[src/rtl/multicycle_controller_pkg.sv]
// Shared encodings for the multicycle controller: FSM states, opcodes,
// ALU op classes, datapath select codes and the 4-bit ALU control values.
package multicycle_controller_pkg;

    typedef enum logic [3:0] {
        FETCH   = 4'd0,
        DECODE  = 4'd1,
        MEMADR  = 4'd2,
        MEMRD   = 4'd3,
        MEMWB   = 4'd4,
        MEMWR   = 4'd5,
        EXECUTE = 4'd6,
        ALUWB   = 4'd7,
        BRANCH  = 4'd8,
        ADDIEX  = 4'd9,
        ADDIWB  = 4'd10,
        JUMP    = 4'd11
    } state_t;

    localparam logic [5:0] OP_RTYPE = 6'b000000;
    localparam logic [5:0] OP_LW    = 6'b100011;
    localparam logic [5:0] OP_SW    = 6'b101011;
    localparam logic [5:0] OP_BEQ   = 6'b000100;
    localparam logic [5:0] OP_ADDI  = 6'b001000;
    localparam logic [5:0] OP_J     = 6'b000010;

    localparam logic [1:0] ALUOP_ADD   = 2'b00;
    localparam logic [1:0] ALUOP_SUB   = 2'b01;
    localparam logic [1:0] ALUOP_FUNCT = 2'b10;

    localparam logic [1:0] SRCB_REG   = 2'b00;
    localparam logic [1:0] SRCB_FOUR  = 2'b01;
    localparam logic [1:0] SRCB_IMM   = 2'b10;
    localparam logic [1:0] SRCB_IMMSH = 2'b11;

    localparam logic [1:0] PCSRC_ALU    = 2'b00;
    localparam logic [1:0] PCSRC_ALUOUT = 2'b01;
    localparam logic [1:0] PCSRC_JUMP   = 2'b10;

    localparam logic [3:0] ALUCTL_AND = 4'b0000;
    localparam logic [3:0] ALUCTL_OR  = 4'b0001;
    localparam logic [3:0] ALUCTL_ADD = 4'b0010;
    localparam logic [3:0] ALUCTL_SUB = 4'b0110;
    localparam logic [3:0] ALUCTL_SLT = 4'b0111;

    localparam logic [5:0] FUNCT_ADD = 6'b100000;
    localparam logic [5:0] FUNCT_SUB = 6'b100010;
    localparam logic [5:0] FUNCT_AND = 6'b100100;
    localparam logic [5:0] FUNCT_OR  = 6'b100101;
    localparam logic [5:0] FUNCT_SLT = 6'b101010;

    function automatic logic is_mem_op(input logic [5:0] op);
        return (op == OP_LW) || (op == OP_SW);
    endfunction

endpackage

[src/rtl/aludec.sv]
// ALU control decoder: maps the FSM's ALU op class plus the R-type funct
// field onto the 4-bit ALU control code.
module aludec
    import multicycle_controller_pkg::*;
(
    input  logic [1:0] aluop,
    input  logic [5:0] funct,
    output logic [3:0] alucontrol
);

    always_comb begin
        alucontrol = ALUCTL_ADD;
        case (aluop)
            ALUOP_ADD: alucontrol = ALUCTL_ADD;
            ALUOP_SUB: alucontrol = ALUCTL_SUB;
            default: begin
                // Unrecognised funct codes fall back to add.
                case (funct)
                    FUNCT_ADD: alucontrol = ALUCTL_ADD;
                    FUNCT_SUB: alucontrol = ALUCTL_SUB;
                    FUNCT_AND: alucontrol = ALUCTL_AND;
                    FUNCT_OR:  alucontrol = ALUCTL_OR;
                    FUNCT_SLT: alucontrol = ALUCTL_SLT;
                    default:   alucontrol = ALUCTL_ADD;
                endcase
            end
        endcase
    end

endmodule

[src/rtl/mc_mainfsm.sv]
// Main control FSM: state register, next-state logic and Moore output decode,
// with memready gating the fetch strobes and the memory wait states.
module mc_mainfsm
    import multicycle_controller_pkg::*;
(
    input  logic       clk,
    input  logic       reset,
    input  logic [5:0] op,
    input  logic       memready,
    output logic       iord,
    output logic       irwrite,
    output logic       memwrite,
    output logic       memtoreg,
    output logic       regdst,
    output logic       regwrite,
    output logic       alusrca,
    output logic       pcwrite,
    output logic       branch,
    output logic       illegal,
    output logic [1:0] alusrcb,
    output logic [1:0] pcsrc,
    output logic [1:0] aluop,
    output logic [3:0] state
);

    state_t state_reg;
    state_t state_next;
    state_t out_state;

    always_ff @(posedge clk) begin
        if (reset) begin
            state_reg <= FETCH;
        end else begin
            state_reg <= state_next;
        end
    end

    // While reset is held the outputs already look like FETCH, so the
    // datapath sees a clean fetch setup the moment reset drops.
    assign out_state = reset ? FETCH : state_reg;
    assign state     = out_state;

    always_comb begin
        state_next = state_reg;
        iord       = 1'b0;
        irwrite    = 1'b0;
        memwrite   = 1'b0;
        memtoreg   = 1'b0;
        regdst     = 1'b0;
        regwrite   = 1'b0;
        alusrca    = 1'b0;
        pcwrite    = 1'b0;
        branch     = 1'b0;
        illegal    = 1'b0;
        alusrcb    = SRCB_REG;
        pcsrc      = PCSRC_ALU;
        aluop      = ALUOP_ADD;

        case (state_reg)
            FETCH:   if (memready) state_next = DECODE;
            DECODE: begin
                if (is_mem_op(op))       state_next = MEMADR;
                else if (op == OP_RTYPE) state_next = EXECUTE;
                else if (op == OP_BEQ)   state_next = BRANCH;
                else if (op == OP_ADDI)  state_next = ADDIEX;
                else if (op == OP_J)     state_next = JUMP;
                else                     state_next = FETCH;
            end
            MEMADR:  state_next = (op == OP_LW) ? MEMRD : MEMWR;
            MEMRD:   if (memready) state_next = MEMWB;
            MEMWB:   state_next = FETCH;
            MEMWR:   if (memready) state_next = FETCH;
            EXECUTE: state_next = ALUWB;
            ALUWB:   state_next = FETCH;
            BRANCH:  state_next = FETCH;
            ADDIEX:  state_next = ADDIWB;
            ADDIWB:  state_next = FETCH;
            JUMP:    state_next = FETCH;
            default: state_next = FETCH;
        endcase

        case (out_state)
            FETCH: begin
                alusrcb = SRCB_FOUR;
                irwrite = memready;
                pcwrite = memready;
            end
            DECODE: begin
                alusrcb = SRCB_IMMSH;
                illegal = !(is_mem_op(op) || op == OP_RTYPE || op == OP_BEQ ||
                            op == OP_ADDI || op == OP_J);
            end
            MEMADR: begin
                alusrca = 1'b1;
                alusrcb = SRCB_IMM;
            end
            MEMRD:   iord = 1'b1;
            MEMWB: begin
                memtoreg = 1'b1;
                regwrite = 1'b1;
            end
            MEMWR: begin
                iord     = 1'b1;
                memwrite = 1'b1;
            end
            EXECUTE: begin
                alusrca = 1'b1;
                alusrcb = SRCB_REG;
                aluop   = ALUOP_FUNCT;
            end
            ALUWB: begin
                regdst   = 1'b1;
                regwrite = 1'b1;
            end
            BRANCH: begin
                alusrca = 1'b1;
                aluop   = ALUOP_SUB;
                pcsrc   = PCSRC_ALUOUT;
                branch  = 1'b1;
            end
            ADDIEX: begin
                alusrca = 1'b1;
                alusrcb = SRCB_IMM;
            end
            ADDIWB:  regwrite = 1'b1;
            JUMP: begin
                pcsrc   = PCSRC_JUMP;
                pcwrite = 1'b1;
            end
            default: ;
        endcase

        if (reset) begin
            irwrite  = 1'b0;
            pcwrite  = 1'b0;
            memwrite = 1'b0;
            regwrite = 1'b0;
            illegal  = 1'b0;
        end
    end

endmodule

[src/rtl/multicycle_controller.sv]
// Multicycle controller top: main FSM plus ALU decoder, and the PC enable
// that combines unconditional PC writes with taken branches.
module multicycle_controller
    import multicycle_controller_pkg::*;
(
    input  logic       clk,
    input  logic       reset,
    input  logic [5:0] op,
    input  logic [5:0] funct,
    input  logic       zero,
    input  logic       memready,
    output logic       iord,
    output logic       irwrite,
    output logic       memwrite,
    output logic       memtoreg,
    output logic       regdst,
    output logic       regwrite,
    output logic       alusrca,
    output logic       pcwrite,
    output logic       branch,
    output logic       pcen,
    output logic       illegal,
    output logic [1:0] alusrcb,
    output logic [1:0] pcsrc,
    output logic [3:0] alucontrol,
    output logic [3:0] state
);

    logic [1:0] aluop;

    mc_mainfsm u_mainfsm (
        .clk      (clk),
        .reset    (reset),
        .op       (op),
        .memready (memready),
        .iord     (iord),
        .irwrite  (irwrite),
        .memwrite (memwrite),
        .memtoreg (memtoreg),
        .regdst   (regdst),
        .regwrite (regwrite),
        .alusrca  (alusrca),
        .pcwrite  (pcwrite),
        .branch   (branch),
        .illegal  (illegal),
        .alusrcb  (alusrcb),
        .pcsrc    (pcsrc),
        .aluop    (aluop),
        .state    (state)
    );

    aludec u_aludec (
        .aluop      (aluop),
        .funct      (funct),
        .alucontrol (alucontrol)
    );

    assign pcen = pcwrite | (branch & zero);

endmodule

[config.mk]
export PLATFORM = sky130hd
export DESIGN_NAME = multicycle_controller
export DESIGN_NICKNAME = d
export VERILOG_FILES = /design/src/rtl/multicycle_controller_pkg.sv /design/src/rtl/aludec.sv /design/src/rtl/mc_mainfsm.sv /design/src/rtl/multicycle_controller.sv
export SDC_FILE = /design/constraint.sdc
export NUM_CORES = 1
export LEC_CHECK = 0
export CELL_PAD_IN_SITES_DETAIL_PLACEMENT = 0
export CELL_PAD_IN_SITES_GLOBAL_PLACEMENT = 1
export CORE_MARGIN = 5
export CORE_UTILIZATION = 26
export CTS_CLUSTER_DIAMETER = 120
export DETAILED_ROUTE_END_ITERATION = 16
export PLACE_DENSITY_LB_ADDON = 0.1
export SKIP_CTS_REPAIR_TIMING = 1
export SLEW_MARGIN = 20
export SYNTH_ARGS = -nofsm -noshare
export SYNTH_HDL_FRONTEND = slang
export SYNTH_SLANG_ARGS = --single-unit
export TNS_END_PERCENT = 100
[constraint.sdc]
create_clock -name clk -period 6.5 [get_ports clk]
set_input_delay 1.3 -clock clk [delete_from_list [all_inputs] [get_ports clk]]
set_output_delay 1.3 -clock clk [all_outputs]
set_load 0.02 [all_outputs]
==> impl_metrics.tcl, run 1 <==
set metrics [dict create \
    status "finished, final reports clean" \
    maxClockFrequency_ghz 0.199 \
    synth_cell_type_count 39 \
    number_of_global_route_vias_before_repair 758 \
    clock_tree_from_tritoncts "yes" \
    max_stage_delay_ns 0.63 \
    drive_above_1_share_pct 5.34 \
    drt_pass1_iterations 4 \
    min-delay-path-class "register to register" \
    antenna_found_initial 0 \
    post_synth_inst_count 100 \
    critPathRequiredTime_ns 5.20 \
    n_antenna_cell 0 \
    rsz0062_at_grt "no" \
    post_synth.cell_area_avg_um2 6.51 \
    synthDominantAreaCellType "dfxtp_1" \
    numCtsBuffers 3 \
    yosysSeqAreaShare_pct 12.3 \
    summed_instance_area_of_the_synthesized_netlist_um2 651 \
    num_io_pins 39 \
    final.setup_skew_ns 0.00331 \
    setup.worst_path.end_class "output port" \
    initial_core_util_pct 26.7 \
    dpl.hpwl_mm 1.63 \
    clk_pin_slew_worst_paths_ns 0.04 \
    path_max_fanout 13 \
    crit_path_top_delay_cell "clkdlybuf4s50_1" \
    vias 824 \
    finalSetupViolCount 0 \
    ir_drop_v 0.0000774 \
    power_report.internal_total_uw 63.1 \
    globalRouteOverflowTotal 0 \
    share_comb_of_total_power_pct 36.5 \
    wl_per_cell_um 12.9 \
    rows 18 \
    h_tree_level_count 1 \
    number_of_endpoints_with_negative_hold_slack_in_the_final_report 0 \
    drv_cap 0 \
    crit_share_post_route_pct 77.2 \
    grt_usage_pct 11.4 \
    critical_path.endpoint "alucontrol[2]" \
    timing.final.crit_period_ns 5.02 \
    worstSetupStartpointType "primary input" \
    critical_path_arrival_ns 3.72 \
    route.detailed.drc 0 \
    worstSetupPathType "primary input to output port" \
    slew-limit-headroom_pct 61.4 \
    area_contributors_post_synth "dfxtp_1, nor2_1, nand2_1, nor2b_1, a21oi_1" \
    root_buffer "clkbuf_4" \
    core-area_um2 2430 \
    place.gp.congestion 0.797 \
    cts.sinks 4 \
    synth.net_count 116 \
    final_core_utilization_pct 42.6 \
    total_leakage_power_uw 0.000379 \
    max-clock-path-buffers 2 \
    power.clock.fraction_pct 33.1 \
    pins_over_their_slew_limit 0 \
    path_cells "clkdlybuf4s50_1 -> nor2b_1 -> or4b_4 -> nor4b_2 -> or2_1 -> clkdlybuf4s50_1" \
    detail_route.vias_per_cell 5.12 \
    area_delta_synth_final_pct 59.4 \
    worst_r2r_startpoint "u_mainfsm.state_reg[2]" \
    r2r_slack_ns 4.82 \
    grt_start_max_net_pins 19 \
    number_of_flip_flops_under_the_largest_register_name 4 \
    yosysTopAreaCellShare_pct 12.3 \
    place.port_buffers 37 \
    worst-r2r-cell-count 4 \
    timing.rr.end "u_mainfsm.state_reg[0]" \
    setup.worst_path.start "reset" \
    tns_ns 0 \
    worst-slew-pin-transition_ns 0.574 \
    clkLatencyLatePin_ns 0.23 \
    critPathMostFrequentCell "clkdlybuf4s50_1" \
    synth-seq-cells 4 \
    ant_nets 0 \
    die_x_extent_um 60.0 \
    share_seq_of_total_power_pct 30.4 \
    first_pass_grt_wire_length_mm 3.26 \
    number_of_warnings_issued_by_yosys 0 \
    die-area_um2 3600 \
    netSwitchingFraction_pct 29.4 \
    finalNetCount 149 \
    detailedRoute.firstIterationViolations 47 \
    power_density_nw_per_um2 86.2 \
    reported_net_switching_power_uw 26.3 \
    die_height_um 60.0 \
    detail_route.wirelength_mm 2.08 \
]
==> synth_stat cells (all sizes together) <==
master   instances
a211oi           1
a21bo            1
a21o             1
a21oi            6
a311o            1
a31oi            1
and2             2
and3             4
buf              5
clkbuf           4
conb             1
dfxtp            4
inv              1
nand2           10
nand2b           4
nand3            2
nand4            1
nand4b           1
nor2            11
nor2b            5
nor3             5
nor3b            4
nor4             3
nor4b            2
nor4bb           1
o2111ai          1
o211a            2
o21ai            7
o21bai           1
o31ai            1
or2              1
or3              1
or3b             1
or4b             1
xor2             3
==> metrics by stage <==
stage	total power [uW]	worst slack, ns	hold WS, ns	instances	cell area [um2]
CTS	91.8	1.45	0.690	161	1040
finish	89.4	1.48	0.694	161	1040
global route	94.8	1.30	0.777	161	1040
floorplan	42.2	2.55	0.611	100	651
global placement	60.4	1.50	0.708	158	1010
detailed placement	60.1	1.45	0.692	158	1010
==> cells in the final DEF (no fill, tap or decap), types with 2 or more instances in the layout <==
master	instances
and2_1	2
clkdlybuf4s50_1	37
a21oi_1	6
nor3b_1	4
nor3_1	5
dfxtp_1	4
clkbuf_4	3
nand2_1	10
nor2b_1	5
nand3_1	2
nand2b_1	4
o21ai_1	3
o21ai_0	4
and3_1	4
o211a_1	2
xor2_1	3
nor4_1	3
nor2_1	11
==> routing by layer <==
metal	track usage, %	wire [um]	vias to the layer above
li1	-	-	422
met1	15.6	969	373
met2	18.1	926	27
met3	1.51	167	2
met4	4.11	17	0
met5	0	0	-
==> worst max-delay path, delay by kind of cell <==
kind	cells	cell delay, ns
simple gates	4	1.21
buf+inv	2	1.22
==> cell type report <==
| type | count | area, um2 |
|---|---|---|
| clock buffers | 3 | 22.5 |
| fillers | 265 | 1400 |
| inverters | 1 | 3.75 |
| multi-input cells | 86 | 523 |
| flip-flops and latches | 4 | 80.1 |
| well taps | 30 | 37.5 |
| repair buffers | 37 | 370 |
==> cells by family (layout without fill, tap and decap cells) <==
| logic type | count (synthesis) | in the layout | share of synthesized area [%] |
|---|---|---|---|
| AND/OR/NAND/NOR | 59 | 59 | 52.7 |
| flip-flops | 4 | 4 | 12.3 |
| other | 1 | 1 | 0.576 |
| buffers and inverters | 10 | 41 | 7.31 |
| XOR/XNOR | 3 | 3 | 4.04 |
| AO/OA/AOI/OAI | 23 | 23 | 23.1 |
==> how the worst min path moves through the flow <==
stage / start / depth (start not counted) / to / slack (ns)
after floorplan: u_mainfsm.state_reg[0] / 3 / u_mainfsm.state_reg[2] / 0.61
after global placement: u_mainfsm.state_reg[0] / 2 / u_mainfsm.state_reg[1] / 0.71
after detailed placement: u_mainfsm.state_reg[0] / 2 / u_mainfsm.state_reg[1] / 0.69
after CTS: u_mainfsm.state_reg[0] / 2 / u_mainfsm.state_reg[1] / 0.69
after global routing: u_mainfsm.state_reg[0] / 2 / u_mainfsm.state_reg[1] / 0.78
final: u_mainfsm.state_reg[0] / 2 / u_mainfsm.state_reg[1] / 0.69
==> power by group through the flow <==
| stage | Combinational (uW) | Clock, uW | Sequential (uW) |
|---|---|---|---|
| floorplan | 16.2 | 0 | 26.0 |
| global placement | 32.8 | 0 | 27.6 |
| detailed placement | 32.6 | 0 | 27.5 |
| CTS | 32.8 | 31.9 | 27.1 |
| global route | 35.6 | 31.7 | 27.5 |
| finish | 32.6 | 29.6 | 27.1 |
Note: power is estimated with default switching activity, not from simulation.
==> inputs of run 2 (changes only) <==
- CORE_UTILIZATION: 26 -> 24
- clock period: 6.5 -> 5.2 ns (I/O delays scaled with it)
==> impl_metrics.tcl, run 2 (synthesized netlist as in run 1, its figures left out) <==
set metrics [dict create \
    slew-limit-headroom_pct 62.7 \
    area_delta_synth_final_pct 60.6 \
    place.gp.congestion 0.707 \
    share_comb_of_total_power_pct 37.2 \
    final_cell_count_no_fill 162 \
    timing.rr.end "u_mainfsm.state_reg[0]" \
    drt_pass1_iterations 4 \
    max-clock-path-buffers 2 \
    grt_usage_pct 11.0 \
    setup.worst_path.end_class "output port" \
    worst-slew-pin-transition_ns 0.559 \
    number_of_cells_in_the_design_after_placement 159 \
    core-area_um2 2540 \
    critical_path_arrival_ns 3.30 \
    detailedPlace.worstSlack_ns 0.815 \
    wl_per_cell_um 12.8 \
    power.clock.fraction_pct 32.7 \
    detailedRoute.firstIterationViolations 22 \
    worstSetupPathType "primary input to output port" \
    finalSetupViolCount 0 \
    first_pass_grt_wire_length_mm 3.22 \
    cts.sinks 4 \
    dpl.hpwl_mm 1.62 \
    antenna_found_initial 0 \
    grt_start_max_net_pins 19 \
    power_report.internal_total_uw 79.4 \
    place.port_buffers 37 \
    max_stage_delay_ns 0.59 \
    drive_above_1_share_pct 6.06 \
    worst-r2r-cell-count 4 \
    netSwitchingFraction_pct 29.5 \
    n_antenna_cell 0 \
    critical_path.endpoint "alucontrol[2]" \
    fin_area_um2 1040 \
    r2r_slack_ns 3.49 \
    detail_route.wirelength_mm 2.08 \
    final.setup_skew_ns 0.00583 \
    initial_core_util_pct 25.6 \
    highest_count_cells_in_the_layout_ignoring_fill_and_taps "clkdlybuf4s50_1, nor2_1, nand2_1, a21oi_1" \
    number_of_global_route_vias_before_repair 741 \
    crit_path_top_delay_cell "clkdlybuf4s50_1" \
    fill_cells 279 \
    share_seq_of_total_power_pct 30.1 \
    ir_drop_v 0.0000901 \
    timing.final.crit_period_ns 4.34 \
    setup.worst_path.start "reset" \
    detail_route.vias_per_cell 5.12 \
    clk_pin_slew_worst_paths_ns 0.04 \
    clock_tree_from_tritoncts "yes" \
    ant_nets 0 \
    vias 829 \
    status "finished, final reports clean" \
    finalNetCount 150 \
    root_buffer "clkbuf_4" \
    total_placed_instance_area_um2 1020 \
    rows 18 \
    number_of_endpoints_with_negative_hold_slack_in_the_final_report 0 \
    critPathMostFrequentCell "clkdlybuf4s50_1" \
    globalRouteOverflowTotal 0 \
    maxClockFrequency_ghz 0.231 \
    total_leakage_power_uw 0.000384 \
    tns_ns 0 \
    path_max_fanout 13 \
    crit_share_post_route_pct 83.4 \
    sequential_cell_area_um2 80.1 \
    reported_net_switching_power_uw 33.3 \
    die_x_extent_um 62.1 \
    rsz0062_at_grt "no" \
    power_density_nw_per_um2 108 \
    num_io_pins 39 \
    h_tree_level_count 1 \
    route.detailed.drc 0 \
    worst_r2r_startpoint "u_mainfsm.state_reg[2]" \
    number_of_flip_flops_under_the_largest_register_name 4 \
    die-area_um2 3850 \
    final_critical_path_setup_slack_ns 0.862 \
    numCtsBuffers 3 \
    critPathRequiredTime_ns 4.16 \
    worstSetupStartpointType "primary input" \
    die_height_um 62.1 \
    min-delay-path-class "register to register" \
    final_common_cell "clkdlybuf4s50_1" \
    multi_input_gate_area_um2 523 \
    path_cells "clkdlybuf4s50_1 -> buf_4 -> nor2b_1 -> or4b_4 -> nor4b_2 -> or2_1 -> clkdlybuf4s50_1" \
    pins_over_their_slew_limit 0 \
    drv_cap 0 \
    clkLatencyLatePin_ns 0.23 \
]
## run 2: cell count changes in the layout (fill, tap and decap cells not counted), sizes merged
| cell | change |
|---|---|
| buf | +1 |
## run 2: metrics by stage
| stage | hold slack (ns) | util [%] | total power, uW |
|---|---|---|---|
| 3_5_place_dp | 0.685 | 40.2 | 76.0 |
| 4_1_cts | 0.695 | 41.1 | 115 |
| 6_report | 0.696 | 41.1 | 113 |
| 2_1_floorplan | 0.611 | - | 52.8 |
| 3_3_place_gp | 0.705 | 40.2 | 76.1 |
| 5_1_grt | 0.744 | 41.1 | 123 |
## run 2: worst max-delay path, delay by kind of cell
family	cells	cell delay, ns
buffers and inverters	3	1.17
and+or+nand+nor	4	1.09
## run 2: area by class of cell
cell class | count | area share (%)
Multi-Input combinational cell | 86 | 50.1
Timing Repair Buffer | 38 | 36.2
Sequential cell | 4 | 7.66
Tap cell | 30 | 3.59
Clock buffer | 3 | 2.16
Inverter | 1 | 0.359
## run 2: power groups by stage
stage / sequential (uW) / combinational (uW) / clock, uW
after CTS: 33.9 / 41.9 / 39.4
final: 33.9 / 41.9 / 36.9
after floorplan: 32.6 / 20.2 / 0
after detailed placement: 34.3 / 41.7 / 0
after global routing: 34.1 / 45.6 / 43.8
after global placement: 34.5 / 41.6 / 0
## run 2: worst min path at each step
stage          depth (start not counted)  slack, ns                   start                endpoint
3_5_place_dp                           2       0.68  u_mainfsm.state_reg[0]  u_mainfsm.state_reg[1]
2_1_floorplan                          3       0.61  u_mainfsm.state_reg[0]  u_mainfsm.state_reg[2]
5_1_grt                                2       0.74  u_mainfsm.state_reg[0]  u_mainfsm.state_reg[1]
4_1_cts                                2       0.70  u_mainfsm.state_reg[0]  u_mainfsm.state_reg[2]
3_3_place_gp                           2       0.71  u_mainfsm.state_reg[0]  u_mainfsm.state_reg[1]
6_report                               2       0.70  u_mainfsm.state_reg[0]  u_mainfsm.state_reg[2]
## run 2: per-layer routing
layer,GRT usage [%],up-vias,share of wire (%)
met2,17.8,31,47
met3,2.48,2,10
met1,14.4,367,42
met5,0,-,0
li1,-,429,-
met4,3.64,0,0.67
